==> src/rtl/pipelined_adder.sv <==
// Pipelined adder/subtractor with a valid/ready handshake on both sides.
// Each pipeline stage adds one WIDTH/STAGES-bit slice with 4-bit
// carry-lookahead groups and registers its slice carry for the next stage.
// Optional macro PIPELINED_ADDER_SAT_EN adds a 'sat' input that clamps signed
// overflow to the signed limit.
module pipelined_adder #(
    parameter int unsigned WIDTH  = 32,
    parameter int unsigned STAGES = 2
) (
    input  logic             clk,
    input  logic             rst_n,
    input  logic             in_valid,
    output logic             in_ready,
    input  logic [WIDTH-1:0] a,
    input  logic [WIDTH-1:0] b,
    input  logic             sub,
`ifdef PIPELINED_ADDER_SAT_EN
    input  logic             sat,
`endif
    output logic             out_valid,
    input  logic             out_ready,
    output logic [WIDTH-1:0] sum,
    output logic             carry,
    output logic             overflow
);

    localparam int unsigned SW     = WIDTH / STAGES;
    localparam int unsigned GROUPS = SW / 4;

    // Stage state; stage k holds operands, partial sum and the carry out of slice k
    logic [STAGES-1:0] v;
    logic [WIDTH-1:0]  a_q   [STAGES];
    logic [WIDTH-1:0]  b_q   [STAGES];
    logic [WIDTH-1:0]  s_q   [STAGES];
    logic              c_q   [STAGES];
    logic              ov_q  [STAGES];
    logic              sat_q [STAGES];

    // Per-stage inputs and computed next values
    logic [WIDTH-1:0]  src_a   [STAGES];
    logic [WIDTH-1:0]  src_b   [STAGES];
    logic [WIDTH-1:0]  src_s   [STAGES];
    logic              src_c   [STAGES];
    logic              src_sat [STAGES];
    logic [WIDTH-1:0]  n_s     [STAGES];
    logic              n_c     [STAGES];
    logic              n_ov    [STAGES];

    logic [STAGES-1:0] adv;
    logic [STAGES-1:0] load;
    logic              go;
    logic              sat_in;
    logic [SW:0]       slice;

`ifdef PIPELINED_ADDER_SAT_EN
    assign sat_in = sat;
`else
    assign sat_in = 1'b0;
`endif

    // One 4-bit carry-lookahead group: returns {carry_out, sum}
    function automatic logic [4:0] cla4(input logic [3:0] x, input logic [3:0] y,
                                        input logic ci);
        logic [3:0] p;
        logic [3:0] g;
        logic [3:0] c;
        logic       co;
        p    = x ^ y;
        g    = x & y;
        c[0] = ci;
        c[1] = g[0] | (p[0] & ci);
        c[2] = g[1] | (p[1] & g[0]) | (p[1] & p[0] & ci);
        c[3] = g[2] | (p[2] & g[1]) | (p[2] & p[1] & g[0]) | (p[2] & p[1] & p[0] & ci);
        co   = g[3] | (p[3] & g[2]) | (p[3] & p[2] & g[1]) | (p[3] & p[2] & p[1] & g[0])
             | (p[3] & p[2] & p[1] & p[0] & ci);
        return {co, p ^ c};
    endfunction

    // Slice adder: CLA groups chained by their group carries
    function automatic logic [SW:0] add_slice(input logic [SW-1:0] x, input logic [SW-1:0] y,
                                              input logic ci);
        logic [SW-1:0] s;
        logic          c;
        logic [4:0]    grp;
        s = '0;
        c = ci;
        for (int unsigned i = 0; i < GROUPS; i++) begin
            grp         = cla4(x[i*4 +: 4], y[i*4 +: 4], c);
            s[i*4 +: 4] = grp[3:0];
            c           = grp[4];
        end
        return {c, s};
    endfunction

    // Handshake: advance from the output stage backwards; a stage moves if the next slot frees
    always_comb begin
        adv  = '0;
        load = '0;
        go   = out_ready;
        for (int k = int'(STAGES) - 1; k >= 0; k--) begin
            adv[k] = v[k] & go;
            go     = ~v[k] | adv[k];
        end
        in_ready = go;
        load[0]  = in_valid & go;
        for (int unsigned k = 1; k < STAGES; k++) begin
            load[k] = adv[k-1];
        end
    end

    // Stage inputs: stage 0 from the ports (B pre-inverted for subtract), later stages from registers
    always_comb begin
        src_a[0]   = a;
        src_b[0]   = b ^ {WIDTH{sub}};
        src_s[0]   = '0;
        src_c[0]   = sub;
        src_sat[0] = sat_in;
        for (int unsigned k = 1; k < STAGES; k++) begin
            src_a[k]   = a_q[k-1];
            src_b[k]   = b_q[k-1];
            src_s[k]   = s_q[k-1];
            src_c[k]   = c_q[k-1];
            src_sat[k] = sat_q[k-1];
        end
    end

    // Slice arithmetic per stage; the last stage also derives overflow and saturation
    always_comb begin
        slice = '0;
        for (int unsigned k = 0; k < STAGES; k++) begin
            slice               = add_slice(src_a[k][k*SW +: SW], src_b[k][k*SW +: SW], src_c[k]);
            n_s[k]              = src_s[k];
            n_s[k][k*SW +: SW]  = slice[SW-1:0];
            n_c[k]              = slice[SW];
            n_ov[k]             = 1'b0;
            if (k == STAGES - 1) begin
                n_ov[k] = (src_a[k][WIDTH-1] == src_b[k][WIDTH-1]) &&
                          (n_s[k][WIDTH-1] != src_a[k][WIDTH-1]);
                if (src_sat[k] && n_ov[k]) begin
                    n_s[k] = src_a[k][WIDTH-1] ? {1'b1, {(WIDTH-1){1'b0}}}
                                               : {1'b0, {(WIDTH-1){1'b1}}};
                end
            end
        end
    end

    // Stage registers: load on transfer into the stage, clear valid when it empties
    always_ff @(posedge clk or negedge rst_n) begin
        if (!rst_n) begin
            v <= '0;
            for (int unsigned k = 0; k < STAGES; k++) begin
                a_q[k]   <= '0;
                b_q[k]   <= '0;
                s_q[k]   <= '0;
                c_q[k]   <= 1'b0;
                ov_q[k]  <= 1'b0;
                sat_q[k] <= 1'b0;
            end
        end else begin
            for (int unsigned k = 0; k < STAGES; k++) begin
                if (load[k]) begin
                    v[k]     <= 1'b1;
                    a_q[k]   <= src_a[k];
                    b_q[k]   <= src_b[k];
                    s_q[k]   <= n_s[k];
                    c_q[k]   <= n_c[k];
                    ov_q[k]  <= n_ov[k];
                    sat_q[k] <= src_sat[k];
                end else if (adv[k]) begin
                    v[k] <= 1'b0;
                end
            end
        end
    end

    assign out_valid = v[STAGES-1];
    assign sum       = s_q[STAGES-1];
    assign carry     = c_q[STAGES-1];
    assign overflow  = ov_q[STAGES-1];

endmodule

==> config.mk <==
export PLATFORM = sky130hd
export DESIGN_NAME = pipelined_adder
export DESIGN_NICKNAME = d
export VERILOG_FILES = /design/src/rtl/pipelined_adder.sv
export SDC_FILE = /design/constraint.sdc
export NUM_CORES = 1
export LEC_CHECK = 0
export BUFFER_PORTS_ARGS = -buffer_cell sky130_fd_sc_hd__buf_2
export CORE_MARGIN = 4
export CORE_UTILIZATION = 59
export CTS_BUF_LIST = sky130_fd_sc_hd__clkbuf_16
export CTS_CLUSTER_DIAMETER = 40
export CTS_CLUSTER_SIZE = 14
export DETAILED_ROUTE_END_ITERATION = 8
export PLACE_DENSITY = 0.88
export SETUP_SLACK_MARGIN = 0.5
export SLEW_MARGIN = 20
export SYNTH_ARGS = -nofsm -noshare
export SYNTH_HDL_FRONTEND = slang
export SYNTH_SLANG_ARGS = --single-unit
==> constraint.sdc <==
create_clock -name clk -period 5.8 [get_ports clk]
set_input_delay 0.87 -clock clk [delete_from_list [all_inputs] [get_ports clk]]
set_output_delay 0.87 -clock clk [all_outputs]
set_load 0.005 [all_outputs]
; Yosys cells after proc, flatten, opt, wreduce, memory -nomap -nowiden
; Cells that the tools add are included.
[op_classes]
bitwise_logic = 240
muxes = 4
n_eq_ne = 2
n_reduce_logical = 3
[op_table]
columns = op, count
row1 = $and A1 B1 Y1, 131
row2 = $or A1 B1 Y1, 82
row3 = $xor A4 B4 Y4, 16
row4 = $and A4 B4 Y4, 8
row5 = $xor A32 B32 Y32, 1
row6 = $mux W1, 4
row7 = $reduce_bool A2 Y1, 2
row8 = $not A1 Y1, 2
row9 = $eq A1 B1 Y1, 1
row10 = $logic_and A1 B1 Y1, 1
row11 = $ne A1 B1 Y1, 1
[word_totals]
input_bits = 69
register_bits = 117
output_inout_bits = 36

; Logic depth before layout (Yosys ltp)
; Gate-level depths: netlist (run 1).
[logic_depth]
ltp_word = 15
mapped_depth = 13
ltp_nobuf = 11

; Least setup slack after synthesis (run 1)
; Ideal clock, no wire load.
[synth_timing]
path_type = input to register
from = in sub
to = reg s_q[44] in the netlist's numbering
n_path_buf = 2
setup_time_ns = 0.083
path_stages = 12
t_arrival_ns = 3.697
setup_slack_ns = 2.021
path_cell_list = buf_4 buf_1 xor2_1 ha_1 and3_4 a221o_1 a31oi_4 o211a_4 o21bai_1 a21oi_1 fa_1 o21ai_0
[synth_between]
elab_chain_len = 12
elab_cells_between_ends = 42
[synth_lines]
columns = element, line
row1 = from (decl), 16  ; input logic sub,
row2 = $xor A32 B32 Y32, 114  ; src_b[0] = b ^ {WIDTH{sub}};
row3 = $xor A4 B4 Y4 or $and A4 B4 Y4 (tied branches), "68, 69"
row4 = "$and A1 B1 Y1, on equally long branches", "74, 75"
row5 = $or A1 B1 Y1 (tied with other cells) (2 in a row), 74  ; co = g[3] | (p[3] & g[2]) | (p[3] & p[2] & g[1]) | (p[3] & p[2] & p[1] & g[0])
row6 = $or A1 B1 Y1 or $and A1 B1 Y1 (tied branches), "74, 75"
row7 = $or A1 B1 Y1, 75  ; | (p[3] & p[2] & p[1] & p[0] & ci);
row8 = $and A1 B1 Y1, 75
row9 = $or A1 B1 Y1, 75
row10 = $and A1 B1 Y1, 75
row11 = $or A1 B1 Y1, 75
row12 = $xor A4 B4 Y4 *, 76  ; return {co, p ^ c};
row13 = "to (signal, indexed assignment)", 165  ; s_q[k] <= n_s[k];
row14 = to (decl), 34  ; logic [WIDTH-1:0] s_q [STAGES];
; Mark *: on every way between the ends. The rest lies on a longest branch, timed or not.
; A chain may end at the register's enable or synchronous reset.

; Worst setup path in the final report (run 1)
; Ends and elaborated chain as after synthesis.

==> impl_metrics.csv, run 1 <==
group,metric,value,unit
status,status,"finished, final reports clean",
setup_path,max_stage_delay,0.74,ns
sta,finalSetupViolCount,0,
logic_synthesis,ys_seq_area_share,44.9,%
global_route,busiest_layer,"met2",
min_path,holdPathEnd,"sum[3]",
sta,fin_crit_sh,67.0,%
setup_path,path_max_fanout,36,
sta,rsz0062_at_grt,"no",
clock_network,clkSlewWorstSetupHoldPaths,0.06,ns
floorplan,die_h,97.6,um
floorplan,start_util,61.0,%
global_route,first_global_vias,3924,
setup_path,critical-path-top-delay-family,"compound AO/OA/AOI/OAI gates",
sta,finClkSkew,0.00468,ns
place,io_buffers,104,
global_route,grt.met1_usage,29.1,%
min_path,hold_class,"reg -> reg",
cells_and_area,fill_cells,576,
logic_synthesis,ys_top_cells_by_area,"dfrtp_1 (45%), nand2_1 (12%), ha_1 (8.4%)",
clock_network,cts_buffer_depth,2,
setup_path,rrSetupSlack,3.34,ns
clock_network,cts_sinks,85,
sta,slew_violations,0,
floorplan,die_w,97.6,um
logic_synthesis,syn_area_per_cell,9.36,sq um
route,drt_wl_total,10.8,mm
setup_path,path_class,"in -> reg",
clock_network,cts-resized-gates,0,
clock_network,cts_setup_buffers,0,
route,drc,0,
global_route,grt_use_total,23.5,%
logic_synthesis,netlist_top_cells_count,"nand2_1 (156), dfrtp_1 (85), o21ai_0 (45)",
route,routedWlPerCell,15.3,um
sta,final.setup.tns,0,ns
cells_and_area,diodes,0,
setup_path,required,6.04,ns
min_path,min_path_cells,2,
logic_synthesis,async_flop_share,100,%
place,gp_congestion,0.945,
global_route,antenna_found_initial,0,
setup_path,cp-start-kind,"input pin",
floorplan,core,0.00777,sq mm
setup_path,critPathArrivalTime,4.12,ns
clock_network,htreeDepth,3,
power,p_leak,2.88,nW
logic_synthesis,synth.largest_area_cell,"dfrtp_1",
setup_path,crit_slowest_cell,"buf_2",
logic_synthesis,yosysMostFrequentCell,"nand2_1",
global_route,grt_max_degree,86,
logic_synthesis,synth-edff-count,0,
global_route,globalRoute.totalOverflow,0,
route,avgViaCountPerCell,5.48,
power,powerDensity,366,mW/mm^2
clock_network,numCtsBuffers,9,
power,ir_worst_vdd,0.178,mV
cells_and_area,syn2layout_area_growth,19.0,%
setup_path,reg2reg_depth,8,
floorplan,die_area,0.00953,sq mm
route,first_pass_iters,5,
clock_network,cts_hold_repair.buffers,0,
sta,fmax,0.257,GHz
clock_network,clock_latency,0.33,ns
route,postRouteAntennaNets,0,
setup_path,reg2reg_to,"sum[29]",
cells_and_area,multi_input_area,0.00247,sq mm
sta,finalHoldViolations,0,
setup_path,crit_chain,"buf_2 > xor2_1 > ha_1 > and3_4 > a221o_1 > a31oi_4 > o211a_4 > o21bai_1 > a21oi_1 > fa_1 > o21ai_0",
setup_path,r2r-start,"a_q[51]",
clock_network,cts-root-buf,"clkbuf_16",
setup_path,cp-end-kind,"flip-flop",
cells_and_area,seq_area,0.00213,sq mm
cells_and_area,drive_above_1_share,22.1,%
floorplan,pin_count,105,
route,num_vias,3874,
cells_and_area,finalNetCount,709,
route,drtIter0Drc,165,
global_route,grt_pass1_wl,18.2,mm
flow_run,cap_violations,0,
logic_synthesis,syn-num-nets,614,
sta,holdWs,0.468,ns
logic_synthesis,netlist_area,0.00474,sq mm
sta,setup_ws,1.91,ns
global_route,met2_usage,41.5,%
setup_path,critical_path_buf_inv_count,1,
sta,tightest_slew,0.994,ns
place,pre_cts_ws,1.60,ns
logic_synthesis,synth.distinct_cells,52,
clock_network,cts_tree,"done",
logic_synthesis,ys_ff_latch,85,
floorplan,rows,32,
logic_synthesis,synthCells,506,
global_route,grt_use_met3,3.23,%
logic_synthesis,yosys_most_used_dff,"dfrtp_1",
sta,fin_crit,3.89,ns
min_path,hp-start,"sum[3]",
sta,relSlewSlack,33.7,%
logic_synthesis,synth_top_area_share,44.9,%
place,dp_hpwl,7.98,mm
logic_synthesis,ys.warnings.count,0,
==> per-stage QoR <==
step / instances / util, % / area [sq um] / total power, mW
3_3_place_gp: 692 / 68.5 / 5320 / 1.43
4_1_cts: 707 / 72.5 / 5630 / 2.08
2_1_floorplan: 506 / - / 4740 / 1.23
3_5_place_dp: 692 / 68.5 / 5320 / 1.47
5_1_grt: 707 / 72.6 / 5640 / 2.20
6_report: 707 / 72.6 / 5640 / 2.07
==> power by group <==
group | switching [mW] | leakage, nW | internal, mW | total (mW)
Combinational | 0.341 | 1.69 | 0.282 | 0.623
Sequential | 0.0952 | 1.04 | 0.748 | 0.843
Clock | 0.225 | 0.147 | 0.374 | 0.599
==> worst min-delay path: cells and delay by family, from the launching register on <==
kind	cells	cell delay, ns
DFF	1	0.34
and+or+nand+nor	2	0.10
==> layout by cell type (no fill, tap or decap), drive strengths merged, types with 6 or more instances in the layout <==
| cell type | n |
|---|---|
| fa | 7 |
| ha | 32 |
| o21ai | 47 |
| xnor2 | 24 |
| nand3 | 7 |
| clkbuf | 9 |
| dfrtp | 85 |
| inv | 14 |
| xor2 | 28 |
| a21oi | 12 |
| buf | 106 |
| nand2 | 156 |
| o21a | 6 |
| nor2 | 9 |
==> worst max-delay path by stage <==
stage | cells after the start | end | start | slack, ns
global route | 11 | s_q[44] | sub | 1.74
CTS | 11 | s_q[44] | sub | 1.93
finish | 11 | s_q[44] | sub | 1.91
floorplan | 12 | s_q[44] | sub | 2.02
detailed placement | 11 | s_q[44] | sub | 1.60
global placement | 11 | s_q[44] | sub | 1.76
==> per-layer routing <==
metal  wire length (um)  vias up
met2               5670      119
met1               4360     1851
met5                  0        -
met4                208        0
met3                565       16
li1                   -     1888
==> sequential cells by signal, summed over array words and instances (netlist names) <==
signal and cells:
a_q 16, c_q 1, sum 32, b_q 16
v 2, overflow 1, carry 1, s_q 16
==> cell families (layout without fill, tap and decap cells) <==
kind of cell | count (synthesis) | in the layout | share of synthesized area, %
AO/OA/AOI/OAI | 101 | 101 | 14.2
multiplexers | 1 | 1 | 0.211
AND/OR/NAND/NOR | 192 | 192 | 16.7
buffers and inverters | 36 | 135 | 2.93
flip-flops | 85 | 85 | 44.9
XOR/XNOR | 52 | 52 | 9.61
adder cells (fa/ha/maj) | 39 | 39 | 11.4
==> final cells by class <==
type	count	share of cell area, %
repair buffers	106	9.61
multi-input cells	385	43.9
clock inverters	6	1.58
flip-flops and latches	85	37.7
well taps	102	2.26
clock buffers	9	3.99
inverters	14	0.932
(Power assumes the default switching activity.)
==> run 2, diff against run 1 <==
--- a/config.mk
+++ b/config.mk
@@ -7,12 +7,12 @@
 export LEC_CHECK = 0
 export BUFFER_PORTS_ARGS = -buffer_cell sky130_fd_sc_hd__buf_2
 export CORE_MARGIN = 4
-export CORE_UTILIZATION = 59
+export CORE_UTILIZATION = 49
 export CTS_BUF_LIST = sky130_fd_sc_hd__clkbuf_16
 export CTS_CLUSTER_DIAMETER = 40
 export CTS_CLUSTER_SIZE = 14
 export DETAILED_ROUTE_END_ITERATION = 8
-export PLACE_DENSITY = 0.88
+export PLACE_DENSITY = 0.78
 export SETUP_SLACK_MARGIN = 0.5
 export SLEW_MARGIN = 20
 export SYNTH_ARGS = -nofsm -noshare
==> constraint.sdc (replaced) <==
create_clock -name clk -period 3.4 [get_ports clk]
set_input_delay 0.51 -clock clk [delete_from_list [all_inputs] [get_ports clk]]
set_output_delay 0.51 -clock clk [all_outputs]
set_load 0.005 [all_outputs]
==> run 2 against run 1 <==
Design area grew 1.2%; count of clock-buffer cells in the layout is the same; worst setup slack lost 1.3 ns; largest cell class unchanged; critical path type unchanged; utilization shrank 11 points; sequential share of layout area shrank 0.45 points; highest routed layer unchanged.
==> impl_metrics.csv, run 2 (synthesis gave the netlist of run 1 again) <==
group,metric,value,unit
status,status,"finished, final reports clean",
clock_network,cts-root-buf,"clkbuf_16",
place,dp_hpwl,8.11,mm
clock_network,cts_buffer_depth,2,
clock_network,cts_hold_repair.buffers,0,
setup_path,critPathArrivalTime,3.01,ns
cells_and_area,final_cells,740,
setup_path,reg2reg_depth,8,
sta,finalHoldViolations,0,
cells_and_area,largest_reg_flops,32,
setup_path,required,3.65,ns
floorplan,rows,35,
sta,relSlewSlack,37.4,%
floorplan,die_area,0.0113,sq mm
cells_and_area,final_common_cell,"nand2_1",
route,postRouteAntennaNets,0,
global_route,busiest_layer,"met2",
setup_path,cp-end-kind,"flip-flop",
global_route,grt.met1_usage,25.4,%
floorplan,start_util,50.8,%
sta,tightest_slew,0.940,ns
place,dpl-instance-area,0.00538,sq mm
sta,fin_crit_sh,81.2,%
global_route,met2_usage,34.6,%
route,avgViaCountPerCell,5.17,
setup_path,path_class,"in -> reg",
sta,finalSetupViolCount,0,
power,p_leak,2.90,nW
setup_path,cp-startpoint,"sub",
cells_and_area,finalNetCount,715,
sta,fmax,0.362,GHz
place,gp_congestion,0.963,
global_route,grt_pass1_wl,18.4,mm
place,pre_cts_ws,0.274,ns
floorplan,die_h,106,um
setup_path,r2r-start,"a_q[48]",
cells_and_area,final_cell_mix,"nand2_1 (155), buf_2 (102), dfrtp_1 (85)",
setup_path,rrSetupSlack,0.96,ns
clock_network,clkSlewWorstSetupHoldPaths,0.07,ns
clock_network,numCtsBuffers,9,
place,dp.cells,722,
clock_network,htreeDepth,3,
global_route,grt_use_met3,2.37,%
route,drtIter0Drc,140,
global_route,grt_use_total,20.0,%
setup_path,max_stage_delay,0.43,ns
clock_network,cts_sinks,85,
route,num_vias,3829,
cells_and_area,fin_util,61.2,%
route,first_pass_iters,5,
power,ir_worst_vdd,0.281,mV
clock_network,cts_tree,"done",
setup_path,worstSetupEndpoint,"s_q[44]",
route,routedWlPerCell,14.6,um
floorplan,die_w,106,um
sta,slew_violations,0,
route,drt_wl_total,10.8,mm
cells_and_area,drive_above_1_share,23.1,%
sta,finClkSkew,0.00781,ns
global_route,globalRoute.totalOverflow,0,
clock_network,clock_latency,0.33,ns
setup_path,path_max_fanout,9,
sta,fin_crit,2.76,ns
cells_and_area,syn2layout_area_growth,20.4,%
route,drc,0,
sta,rsz0062_at_grt,"no",
setup_path,cp-start-kind,"input pin",
cells_and_area,fill_cells,819,
cells_and_area,diodes,0,
sta,final.setup.tns,0,ns
place,io_buffers,104,
power,powerDensity,608,mW/mm^2
cells_and_area,design_area,0.00571,sq mm
floorplan,core,0.00933,sq mm
global_route,first_global_vias,3956,
flow_run,cap_violations,0,
min_path,hold_class,"in -> async",
setup_path,reg2reg_to,"sum[29]",
sta,setup_ws,0.640,ns
setup_path,crit_slowest_cell,"fa_1",
global_route,antenna_found_initial,0,
floorplan,pin_count,105,
setup_path,crit_chain,"clkbuf_4 > xor2_1 > ha_1 > and3_4 > a221o_1 > a31oi_4 > o211a_4 > o21bai_1 > a21oi_1 > fa_1 > o21ai_1",
global_route,grt_max_degree,86,
run 2: what timing repair did:
item	in CTS	in global routing
setup buffers	0	3
endpoints found under the setup margin	0	2
gates resized for setup	0	2
run 2: layout make-up:
cell class / instances / area (sq um) / share of cell area, %
sequential: 85 / 2130 / 37.3
tap: 129 / 161 / 2.83
inverter: 14 / 52.6 / 0.921
timing repair buffer: 112 / 589 / 10.3
clock buffer: 9 / 225 / 3.95
multi-input combinational: 385 / 2480 / 43.6
clock inverter: 6 / 65.1 / 1.14
run 2: how the worst min path moves through the flow:
stage / start / to / slack (ns)
after detailed placement: s_q[33] / sum[1] / 0.45
after global routing: rst_n / b_q[51] / 0.30
after floorplan: rst_n / a_q[48] / 0.21
after CTS: a[20] / a_q[52] / 0.36
after global placement: s_q[42] / sum[10] / 0.45
final: rst_n / a_q[51] / 0.23
run 2: worst max-delay path, delay by kind of cell:
kind	cells	cell delay, ns
AO/OA/AOI/OAI	6	1.16
buffers and inverters	1	0.19
AND/OR/NAND/NOR	1	0.21
XOR/XNOR	1	0.17
adder cells (fa/ha/maj)	2	0.76
run 2: report_power, final:
group	total [mW]	leakage, nW	internal, mW	switching (mW)
registers	1.43	1.04	1.28	0.150
clock network	0.970	0.135	0.565	0.405
logic	1.07	1.72	0.492	0.582
run 2: routing by layer:
layer,share of wire (%),up-vias
met5,0,-
met3,3.8,15
li1,-,1898
met2,51,94
met4,2.2,0
met1,43,1822
run 2: per-stage QoR:
step	hold WS [ns]	power [mW]
2_1_floorplan	0.214	2.11
3_3_place_gp	0.448	2.45
3_5_place_dp	0.450	2.51
4_1_cts	0.359	3.49
5_1_grt	0.304	3.72
6_report	0.228	3.47
